[config.mk]
export PLATFORM = sky130hd
export DESIGN_NAME = fetch_sequencer
export DESIGN_NICKNAME = d
export VERILOG_FILES = /design/src/rtl/fetch_sequencer.sv
export SDC_FILE = /design/constraint.sdc
export NUM_CORES = 1
export LEC_CHECK = 0
export ABC_AREA = 1
export CAP_MARGIN = 0
export CORE_MARGIN = 2
export CORE_UTILIZATION = 55
export DETAILED_ROUTE_END_ITERATION = 10
export GPL_TIMING_DRIVEN = 0
export PLACE_DENSITY = 0.79
export SYNTH_ARGS = -nofsm -noshare
export SYNTH_HDL_FRONTEND = slang
export SYNTH_SLANG_ARGS = --single-unit
[constraint.sdc]
create_clock -name clk -period 2.66 [get_ports clk]
set_input_delay 0.266 -clock clk [delete_from_list [all_inputs] [get_ports clk]]
set_output_delay 0.266 -clock clk [all_outputs]
set_load 0.02 [all_outputs]
[src/rtl/fetch_sequencer.sv]
// fetch_sequencer -- program-counter sequencer for the 10-bit computer.
//
// Drives the combinational instruction ROM address, decodes the control-flow
// opcodes (j, je, jal, ret, halt) and computes the next PC. A small
// return-address stack serves jal/ret. The current instruction goes to the
// decode/datapath along with a valid strobe.
//
// Optional build macro: SINGLE_STEP_EN
//   When defined, the block gains a 'step' input. RUN advances only on cycles
//   where step=1 and stall=0.
//
// Ports:
//   clk, rst         rising-edge clock; synchronous active-high reset
//   start            leaves IDLE for RUN (level or pulse; ignored elsewhere)
//   step             (SINGLE_STEP_EN only) advance enable
//   instr_rd_addr    ROM read address, always equal to the PC
//   instr            ROM data, combinational from instr_rd_addr
//   eq_flag          datapath equal flag, used by je
//   stall            datapath busy; hold the current instruction
//   instr_q          instruction to decode (pass-through of instr)
//   instr_valid      instr_q executes this cycle
//   halted           sequencer is in HALT
//   err              sticky stack fault (overflow or underflow)
//   dbg_state_o      FSM state (0 IDLE, 1 RUN, 2 HALT)
//
// Handshake: an instruction is consumed on a rising edge where instr_valid=1.
// instr_valid is combinational: (state==RUN) & ~stall (& step).
module fetch_sequencer #(
  parameter logic [9:0] RESET_PC  = 10'd0,
  parameter int         RAS_DEPTH = 4
) (
  input  logic       clk,
  input  logic       rst,
  input  logic       start,
`ifdef SINGLE_STEP_EN
  input  logic       step,
`endif
  output logic [9:0] instr_rd_addr,
  input  logic [9:0] instr,
  input  logic       eq_flag,
  input  logic       stall,
  output logic [9:0] instr_q,
  output logic       instr_valid,
  output logic       halted,
  output logic       err,
  output logic [1:0] dbg_state_o
);

  // sp counts occupied entries (0..RAS_DEPTH), so it needs one more code
  // than the entry index.
  localparam int SPW = $clog2(RAS_DEPTH + 1);
  localparam int AW  = (RAS_DEPTH > 1) ? $clog2(RAS_DEPTH) : 1;

  localparam logic [3:0] OP_J    = 4'b1100;
  localparam logic [3:0] OP_JE   = 4'b1101;
  localparam logic [3:0] OP_JAL  = 4'b1110;
  localparam logic [3:0] OP_RET  = 4'b0111;
  localparam logic [3:0] OP_HALT = 4'b1111;

  typedef enum logic [1:0] {
    S_IDLE = 2'd0,
    S_RUN  = 2'd1,
    S_HALT = 2'd2
  } state_t;

  state_t           state_q, state_d;
  logic [9:0]       pc_q, pc_d;
  logic [SPW-1:0]   sp_q, sp_d;
  logic [9:0]       ras_q [RAS_DEPTH];
  logic             halted_q;
  logic             err_q;

  logic             advance;
  logic             push_en;
  logic             fault;
  logic [3:0]       op;
  logic [9:0]       offset;
  logic [9:0]       pc_inc;
  logic [9:0]       pc_rel;
  logic [SPW-1:0]   sp_dec;
  logic             stack_full;
  logic             stack_empty;
  logic [AW-1:0]    push_idx;
  logic [AW-1:0]    top_idx;

`ifdef SINGLE_STEP_EN
  assign advance = (state_q == S_RUN) && !stall && step;
`else
  assign advance = (state_q == S_RUN) && !stall;
`endif

  assign op     = instr[9:6];
  assign offset = {{4{instr[5]}}, instr[5:0]};
  // Both sums are 10 bits wide, so PC arithmetic wraps modulo 1024.
  assign pc_inc = pc_q + 10'd1;
  assign pc_rel = pc_q + offset;

  assign sp_dec      = sp_q - SPW'(1);
  assign stack_full  = (sp_q == SPW'(RAS_DEPTH));
  assign stack_empty = (sp_q == '0);
  // Index slices only reach the array when the matching full/empty guard
  // has already been checked.
  assign push_idx    = sp_q[AW-1:0];
  assign top_idx     = sp_dec[AW-1:0];

  always_comb begin
    state_d = state_q;
    pc_d    = pc_q;
    sp_d    = sp_q;
    push_en = 1'b0;
    fault   = 1'b0;
    case (state_q)
      S_IDLE: begin
        if (start) state_d = S_RUN;
      end
      S_RUN: begin
        if (advance) begin
          case (op)
            OP_J:  pc_d = pc_rel;
            OP_JE: pc_d = eq_flag ? pc_rel : pc_inc;
            OP_JAL: begin
              if (stack_full) begin
                fault   = 1'b1;
                state_d = S_HALT;
              end else begin
                push_en = 1'b1;
                sp_d    = sp_q + SPW'(1);
                pc_d    = pc_rel;
              end
            end
            OP_RET: begin
              if (stack_empty) begin
                fault   = 1'b1;
                state_d = S_HALT;
              end else begin
                sp_d = sp_dec;
                pc_d = ras_q[top_idx];
              end
            end
            OP_HALT: state_d = S_HALT;
            default: pc_d = pc_inc;
          endcase
        end
      end
      default: ; // HALT: only rst leaves
    endcase
  end

  always_ff @(posedge clk) begin
    if (rst) begin
      state_q  <= S_IDLE;
      pc_q     <= RESET_PC;
      sp_q     <= '0;
      halted_q <= 1'b0;
      err_q    <= 1'b0;
    end else begin
      state_q  <= state_d;
      pc_q     <= pc_d;
      sp_q     <= sp_d;
      halted_q <= (state_d == S_HALT);
      err_q    <= err_q | fault;
      // Stack contents are deliberately not reset; only sp_q defines them.
      if (push_en) ras_q[push_idx] <= pc_inc;
    end
  end

  assign instr_rd_addr = pc_q;
  assign instr_q       = instr;
  assign instr_valid   = advance;
  assign halted        = halted_q;
  assign err           = err_q;
  assign dbg_state_o   = state_q;

endmodule

==> run_results.csv, run 1 <==
group,metric,value,unit
synth,synth_top_family_by_area,"simple AND/OR/NAND/NOR gates",
hold_path,holdPathStages,2,
timing,fin_setup_tns,0,ns
synth,synth-async-reset-ratio,0,
synth,synth_top_flop_cell,"edfxtp_1",
clocking,cts_num_sinks,57,
global_route,track_usage,0.2512,
worst_setup_path,end_kind,"flip-flop",
die,dieArea,6758,um2
timing,setup_viol,0,
clocking,postCtsHoldBufs,0,
detailed_routing,wirelength,7909,um
synth,ys_types,32,
clocking,htreeDepth,3,
worst_setup_path,r2r-end,"ras_q[3][9]",
timing,min_period,2.572,ns
synth,synthAdderAreaFrac,0.06173,
timing,worstMarginPinSlew,1.012,ns
timing,slew_viol_final,0,
timing,fin_skew,0.007811,ns
die,initial_utilization,0.5683,
worst_setup_path,r2r_cells,6,
global_route,grt_start_max_net_pins,13,
placement,io_buffer_count,39,
global_route,grt_pass1_wl,12540,um
synth,synth_top_area_share,0.3570,
clocking,clockRootBuffer,"clkbuf_8",
hold_path,min_from,"err",
synth,synth_edf_count,40,
global_route,grt.overflow.total,0,
detailed_routing,post_drt_wl_per_cell,14.54,um
layout,final_cell_mix,"nand2_1, nor2_1, inv_1",
synth,syn-num-nets,445,
power,peakVddDrop,0.2635,mV
detailed_routing,vias,2914,
clocking,cts_resized,0,
placement,hpwlAfterDp,5816,um
global_route,grt_pass1_vias,2746,
worst_setup_path,r2r_start,"sp_q[0]",
synth,synth_compound_area_frac,0.09037,
timing,timing.fmax,0.3888,GHz
synth,syn_avg_cell_area,8.127,um2
run,drv_cap,0,
synth,syn_area,3364,um2
placement,dp_cells,528,
synth,synthTopCellsByArea,"edfxtp_1, nand2_1, dfxtp_1, nor2_1, ha_1",
layout,fin_area,4024,um2
layout,drive_above_1_share,0.1066,
synth,yosys_register_bits,57,
worst_setup_path,critPathArrivalTime,2.53,ns
hold_path,hp-class,"reg2reg",
die,die_x,82.21,um
hold_path,worstHoldEndpoint,"err",
timing,grt_setup_unrepaired,"false",
detailed_routing,dr.pass1.iters,5,
placement,gp_congestion,0.8842,
die,rows,28,
worst_setup_path,ff2ff_setup_slack,0.09,ns
synth,yosysWarningCount,0,
synth,yosysTopAreaCell,"edfxtp_1",
power,p_leak,1.701,nW
run_status,status,"completed",
layout,area_growth_syn_to_layout,19.60,%
timing,hold_viol,0,
worst_setup_path,crit_required,2.61,ns
clocking,tritoncts,"built",
worst_setup_path,critical_path_class,"reg2reg",
detailed_routing,route.detailed.drc,0,
die,fp.coreArea,5921,um2
synth,syn_inst,414,
die,ioPinCount,40,
clocking,cts_buffers,9,
clocking,clock_latency,0.34,ns
layout,fin_cells,544,
power,p_per_area,497.2,nW/um2
power,p_total,2.001,mW
die,die_h,82.21,um
layout,diodes,0,
layout,final_nets,495,
clocking,cts_buffer_depth,2,
global_route,antenna_found_initial,0,
layout,mostFrequentLayoutCell,"nand2_1",
detailed_routing,vias_per_cell,5.357,
clocking,path_clk_slew,0.06,ns
worst_setup_path,start_kind,"flip-flop",
synth,yosys.area_share.simple,0.2715,
timing,slew_headroom,0.3231,
synth,synth_xor_area_frac,0.02343,
timing,finalCritPeriodShare,0.9670,
clocking,post_cts_buffers,0,
placement,dpl_cell_area,3849,um2
synth,synth-seq-area-share,0.4582,
synth,synthMuxAreaShare,0,
detailed_routing,antenna_left,0,
worst_setup_path,worst-path-max-fanout,12,
detailed_routing,drt_iter0_drc,162,
==> cell type report <==
type                    instances  area [um2]
inverters                      50       187.7
clock buffers                  12       155.1
plain buffers                  18       131.4
repair buffers                 39       390.4
well taps                      75       93.84
multi-input cells             289        1506
flip-flops and latches         57        1541
clock inverters                 4       17.52
fillers                       481        1897
==> flip-flops by register name, indices dropped and copies added, names as in the netlist <==
name           cells
ras_q             40
instr_rd_addr     10
sp_q               3
dbg_state_o        2
err                1
halted             1
==> kinds of logic after synthesis <==
group | count (synthesis)
xor gates and xnor gates | 9
buffers and inverters | 68
and+or+nand+nor | 209
AOI/OAI and AO/OA | 55
adders and majority gates | 16
DFF | 57
==> critical path, cell delays in order (launching register included) <==
cell and delay (ns):
dfxtp_1 0.43, inv_1 0.12, buf_4 0.20, ha_1 0.24, nand2_1 0.11, nand4_1 0.24
nor2_1 0.84
==> power by group <==
group	leakage, nW	internal (mW)	switching (mW)
combinational	1.13	0.130	0.180
clock	0.0912	0.379	0.327
sequential	0.481	0.964	0.0208
total	1.70	1.47	0.528
==> routing by layer <==
layer,GRT usage,wire length [um],vias to the layer above
met5,0,0,-
met2,0.4145,3762,108
met4,0.1267,183,0
met3,0.04457,421,17
li1,-,-,1449
met1,0.3162,3541,1340
==> per-stage QoR <==
stage | hold WS (ns) | setup slack, ns | utilization
after global routing | 0.5252 | 0.007044 | 0.6796
after detailed placement | 0.4592 | -0.05117 | 0.6500
after CTS | 0.4741 | 0.1447 | 0.6792
final | 0.4762 | 0.08775 | 0.6796
after floorplan | 0.3284 | 0.7294 | -
after global placement | 0.4521 | -0.02573 | 0.6500
==> synthesized netlist by cell type, types with 3 or more instances <==
| cell | number |
|---|---|
| xnor2_1 | 3 |
| ha_1 | 15 |
| dfxtp_1 | 17 |
| a21oi_1 | 18 |
| o21ai_1 | 10 |
| inv_2 | 3 |
| xor2_1 | 6 |
| nand2_1 | 94 |
| nor2_1 | 58 |
| nand3_1 | 34 |
| nand2_2 | 4 |
| o21ai_0 | 18 |
| nand4_1 | 6 |
| nor2_2 | 3 |
| nand3b_1 | 3 |
| buf_2 | 3 |
| nand3_2 | 3 |
| edfxtp_1 | 40 |
| buf_4 | 12 |
| nor2_4 | 3 |
| inv_1 | 46 |
==> how the worst max path moves through the flow <==
stage / startpoint / to / slack, ns / cells past startpoint
after global routing: sp_q[0] / ras_q[0][8] / 0.007 / 6
after floorplan: sp_q[0] / ras_q[1][0] / 0.73 / 6
after CTS: sp_q[0] / ras_q[1][0] / 0.14 / 6
after detailed placement: instr[9] / ras_q[1][8] / -0.05 / 7
final: sp_q[0] / ras_q[3][9] / 0.09 / 6
after global placement: instr[9] / ras_q[3][3] / -0.03 / 7
No activity file was read; power rests on OpenSTA's default activity.
==> inputs of run 2 (changes only) <==
Settings changed: SKIP_LAST_GASP from default to 1, SLEW_MARGIN from default to 40.
==> run 2 against run 1 <==
Effect of this change: maximum frequency up 12%; clock-buffer cell count unchanged; via count up 0.41%; total power down 0.11%.
==> run_results.csv, run 2 (synthesis results as in run 1) <==
group,metric,value,unit
layout,final_cell_mix,"nand2_1, nor2_1, inv_1",
timing,slew_headroom,0.5949,
placement,gp_congestion,0.8842,
clocking,path_clk_slew,0.06,ns
power,p_total,1.998,mW
layout,final_nets,495,
power,p_per_area,495.7,nW/um2
detailed_routing,dr.pass1.iters,4,
detailed_routing,wirelength,7867,um
layout,area_growth_syn_to_layout,19.82,%
die,fp.coreArea,5921,um2
timing,slew_viol_final,0,
detailed_routing,antenna_left,0,
die,dieArea,6758,um2
detailed_routing,vias,2926,
clocking,clock_latency,0.34,ns
layout,mostFrequentLayoutCell,"nand2_1",
timing,finalCritPeriodShare,0.8663,
power,p_leak,1.700,nW
detailed_routing,route.detailed.drc,0,
timing,worstMarginPinSlew,0.6070,ns
run,drv_cap,0,
timing,timing.fmax,0.4340,GHz
clocking,cts_resized,0,
timing,hold_viol,0,
worst_setup_path,critPathArrivalTime,2.27,ns
worst_setup_path,crit_required,2.63,ns
detailed_routing,vias_per_cell,5.379,
global_route,grt_pass1_wl,12590,um
placement,hpwlAfterDp,5832,um
worst_setup_path,end_kind,"flip-flop",
worst_setup_path,worst-path-max-fanout,12,
timing,fin_skew,0.008829,ns
global_route,grt.overflow.total,0,
die,die_h,82.21,um
hold_path,holdPathStages,2,
clocking,cts_num_sinks,57,
timing,setup_viol,0,
global_route,track_usage,0.2524,
layout,drive_above_1_share,0.1130,
clocking,postCtsHoldBufs,0,
clocking,post_cts_buffers,0,
die,die_x,82.21,um
timing,grt_setup_unrepaired,"false",
clocking,cts_buffer_depth,2,
die,initial_utilization,0.5683,
global_route,grt_start_max_net_pins,13,
die,rows,28,
worst_setup_path,start_kind,"flip-flop",
power,peakVddDrop,0.2538,mV
run_status,status,"completed",
placement,io_buffer_count,39,
clocking,htreeDepth,3,
layout,finish.utilization,0.6809,
detailed_routing,post_drt_wl_per_cell,14.46,um
global_route,grt_pass1_vias,2790,
clocking,clockRootBuffer,"clkbuf_8",
global_route,antenna_found_initial,0,
worst_setup_path,r2r_cells,6,
clocking,tritoncts,"built",
timing,min_period,2.304,ns
layout,top_register,"ras_q",
clocking,cts_buffers,9,
hold_path,hp-class,"reg2reg",
die,ioPinCount,40,
layout,largest_reg_flops,40,
layout,diodes,0,
detailed_routing,drt_iter0_drc,191,
worst_setup_path,critical_path_class,"reg2reg",
## run 2: cell counts in the layout (fill, tap and decap cells not counted)
Identical to the previous run, type by type.
## run 2: routing by layer
metal  GRT usage  up-vias  wire (um)
met3     0.05000       16        486
met5           0        -          0
met4      0.1267        0        170
met2      0.4242      106       3787
met1      0.3080     1352       3424
li1            -     1452          -
## run 2: worst paths after layout
path	from	end	slack, ns
setup / recovery	sp_q[0]	ras_q[3][9]	0.36
hold reg to reg	err	err	0.48
hold / removal	err	err	0.48
setup reg to reg	sp_q[0]	ras_q[3][9]	0.36
## run 2: worst max-delay path, cell delays in order, from the launching register on
cell and delay, ns:
dfxtp_1 0.43, inv_1 0.12, buf_4 0.20, ha_1 0.24, nand2_1 0.11, nand4_1 0.28, nor2_2 0.57
## run 2: where the power goes
part	leakage (nW)	switching, mW	total, mW	internal (mW)
combinational	1.13	0.181	0.311	0.130
sequential	0.481	0.0206	0.984	0.964
clock	0.0912	0.325	0.703	0.379
total	1.70	0.526	2.00	1.47
## run 2: area by class of cell
class / instances / area (um2)
Tap cell: 75 / 93.84
Clock buffer: 12 / 155.1
Multi-Input combinational cell: 289 / 1514
Inverter: 50 / 187.7
Fill cell: 487 / 1889
Buffer: 18 / 131.4
Sequential cell: 57 / 1541
Timing Repair Buffer: 39 / 390.4
Clock inverter: 4 / 17.52
## run 2: through the flow
step           setup slack, ns  cells  TNS [ns]  area, um2  hold slack [ns]
2_1_floorplan           0.7294    414         0       3364           0.3284
3_3_place_gp          -0.02573    528   -0.2523       3849           0.4521
3_5_place_dp            0.1408    528         0       3859           0.4592
4_1_cts                 0.3305    544         0       4031           0.4743
5_1_grt                 0.2218    544         0       4031           0.5255
6_report                0.3556    544         0       4031           0.4765
==> inputs of run 3 (changes only) <==
Settings changed: CORE_ASPECT_RATIO from default to 0.5.
==> run 3 against run 2 <==
Effect of this change: design area grew 3.1%; worst setup slack lost 0.075 ns; maximum frequency is 3.1% lower; via count is 1.3% lower; global-route usage is 0.43 points higher; non-clock buffer count unchanged; critical path depth did not move; first-iteration DRC count increased by 32%; utilization increased by 1.4 points; die area increased by 0.57%; sequential share of layout area fell by 1.2 points; critical path type unchanged.
==> run_results.csv, run 3 (synthesis results as in run 1) <==
group,metric,value,unit
run_status,status,"completed",
timing,setup_slack,0.2811,ns
run,drv_cap,0,
clocking,clock_latency,0.33,ns
worst_setup_path,critical_path_class,"reg2reg",
global_route,grt_pass1_wl,12920,um
clocking,post_cts_buffers,0,
worst_setup_path,critPathArrivalTime,2.34,ns
clocking,htreeDepth,3,
worst_setup_path,start_kind,"flip-flop",
worst_setup_path,worst-path-max-fanout,12,
placement,gp_congestion,0.9528,
die,die_x,114.6,um
worst_setup_path,end_kind,"flip-flop",
layout,drive_above_1_share,0.1173,
die,initial_utilization,0.5626,
die,die_h,59.31,um
die,rows,20,
detailed_routing,vias_per_cell,5.288,
clocking,tritoncts,"built",
placement,hpwlAfterDp,5712,um
power,p_total,2.418,mW
timing,slew_viol_final,0,
detailed_routing,post_drt_wl_per_cell,14.49,um
timing,hold_viol,0,
layout,top_register,"ras_q",
global_route,grt.overflow.total,0,
timing,min_period,2.379,ns
layout,area_growth_syn_to_layout,23.54,%
detailed_routing,route.detailed.drc,0,
clocking,postCtsHoldBufs,0,
clocking,cts_resized,0,
global_route,antenna_found_initial,0,
detailed_routing,drt_iter0_drc,253,
timing,setup_viol,0,
timing,worstMarginPinSlew,0.6408,ns
die,fp.coreArea,5981,um2
layout,final_nets,495,
layout,finish.utilization,0.6950,
layout,largest_reg_flops,40,
clocking,cts_num_sinks,57,
timing,fin_skew,0.004793,ns
power,peakVddDrop,0.3219,mV
die,ioPinCount,40,
hold_path,hp-class,"reg2reg",
detailed_routing,antenna_left,0,
layout,diodes,0,
global_route,track_usage,0.2567,
placement,io_buffer_count,39,
clocking,path_clk_slew,0.05,ns
timing,finalCritPeriodShare,0.8943,
power,p_leak,1.744,nW
die,dieArea,6797,um2
global_route,grt_pass1_vias,2645,
layout,final_cell_mix,"nand2_1, nor2_1, inv_1",
placement,dp_worst_setup_slack,0.1335,ns
power,p_per_area,581.8,nW/um2
timing,fin_hold_ws,0.4732,ns
detailed_routing,vias,2887,
worst_setup_path,crit_required,2.62,ns
detailed_routing,wirelength,7913,um
detailed_routing,dr.pass1.iters,5,
clocking,cts_buffers,9,
timing,grt_setup_unrepaired,"false",
timing,timing.fmax,0.4204,GHz
clocking,cts_buffer_depth,2,
clocking,clockRootBuffer,"clkbuf_16",
timing,slew_headroom,0.5724,
layout,mostFrequentLayoutCell,"nand2_1",
global_route,grt_start_max_net_pins,13,
==> run 3: report_power, final <==
group	internal [mW]	switching (mW)
Sequential	0.965	0.0211
Clock	0.721	0.401
Combinational	0.130	0.180
==> run 3: critical path: stages, from the launching register on <==
cell and delay [ns]:
dfxtp_1 0.43, inv_1 0.12, buf_4 0.21, ha_1 0.25, nand2_1 0.11, nand4_1 0.28, nor2_2 0.60
==> run 3: worst paths after layout <==
kind / startpoint / endpoint / slack [ns] / cells past startpoint
max reg2reg: sp_q[0] / ras_q[3][1] / 0.28 / 6
min reg2reg: err / err / 0.47 / 2
min: err / err / 0.47 / 2
max: sp_q[0] / ras_q[3][1] / 0.28 / 6
==> run 3: routing by layer <==
metal	vias up	part of all wire	GRT usage
met5	-	0	0
met4	0	0.010	0.07840
met3	10	0.083	0.06646
met2	118	0.43	0.3905
met1	1301	0.48	0.3654
li1	1458	-	-
==> run 3: final cells by class <==
class	count	area [um2]
plain buffers	18	131.4
fillers	445	1824
clock buffers	9	225.2
multi-input cells	289	1514
flip-flops and latches	57	1541
inverters	50	187.7
well taps	77	96.34
clock inverters	7	70.07
repair buffers	39	390.4
==> run 3: metrics by stage <==
step | cell area, um2 | setup TNS (ns) | instances
2_1_floorplan | 3364 | 0 | 414
3_3_place_gp | 3851 | -0.7673 | 530
3_5_place_dp | 3861 | 0 | 530
4_1_cts | 4156 | 0 | 546
5_1_grt | 4156 | 0 | 546
6_report | 4156 | 0 | 546
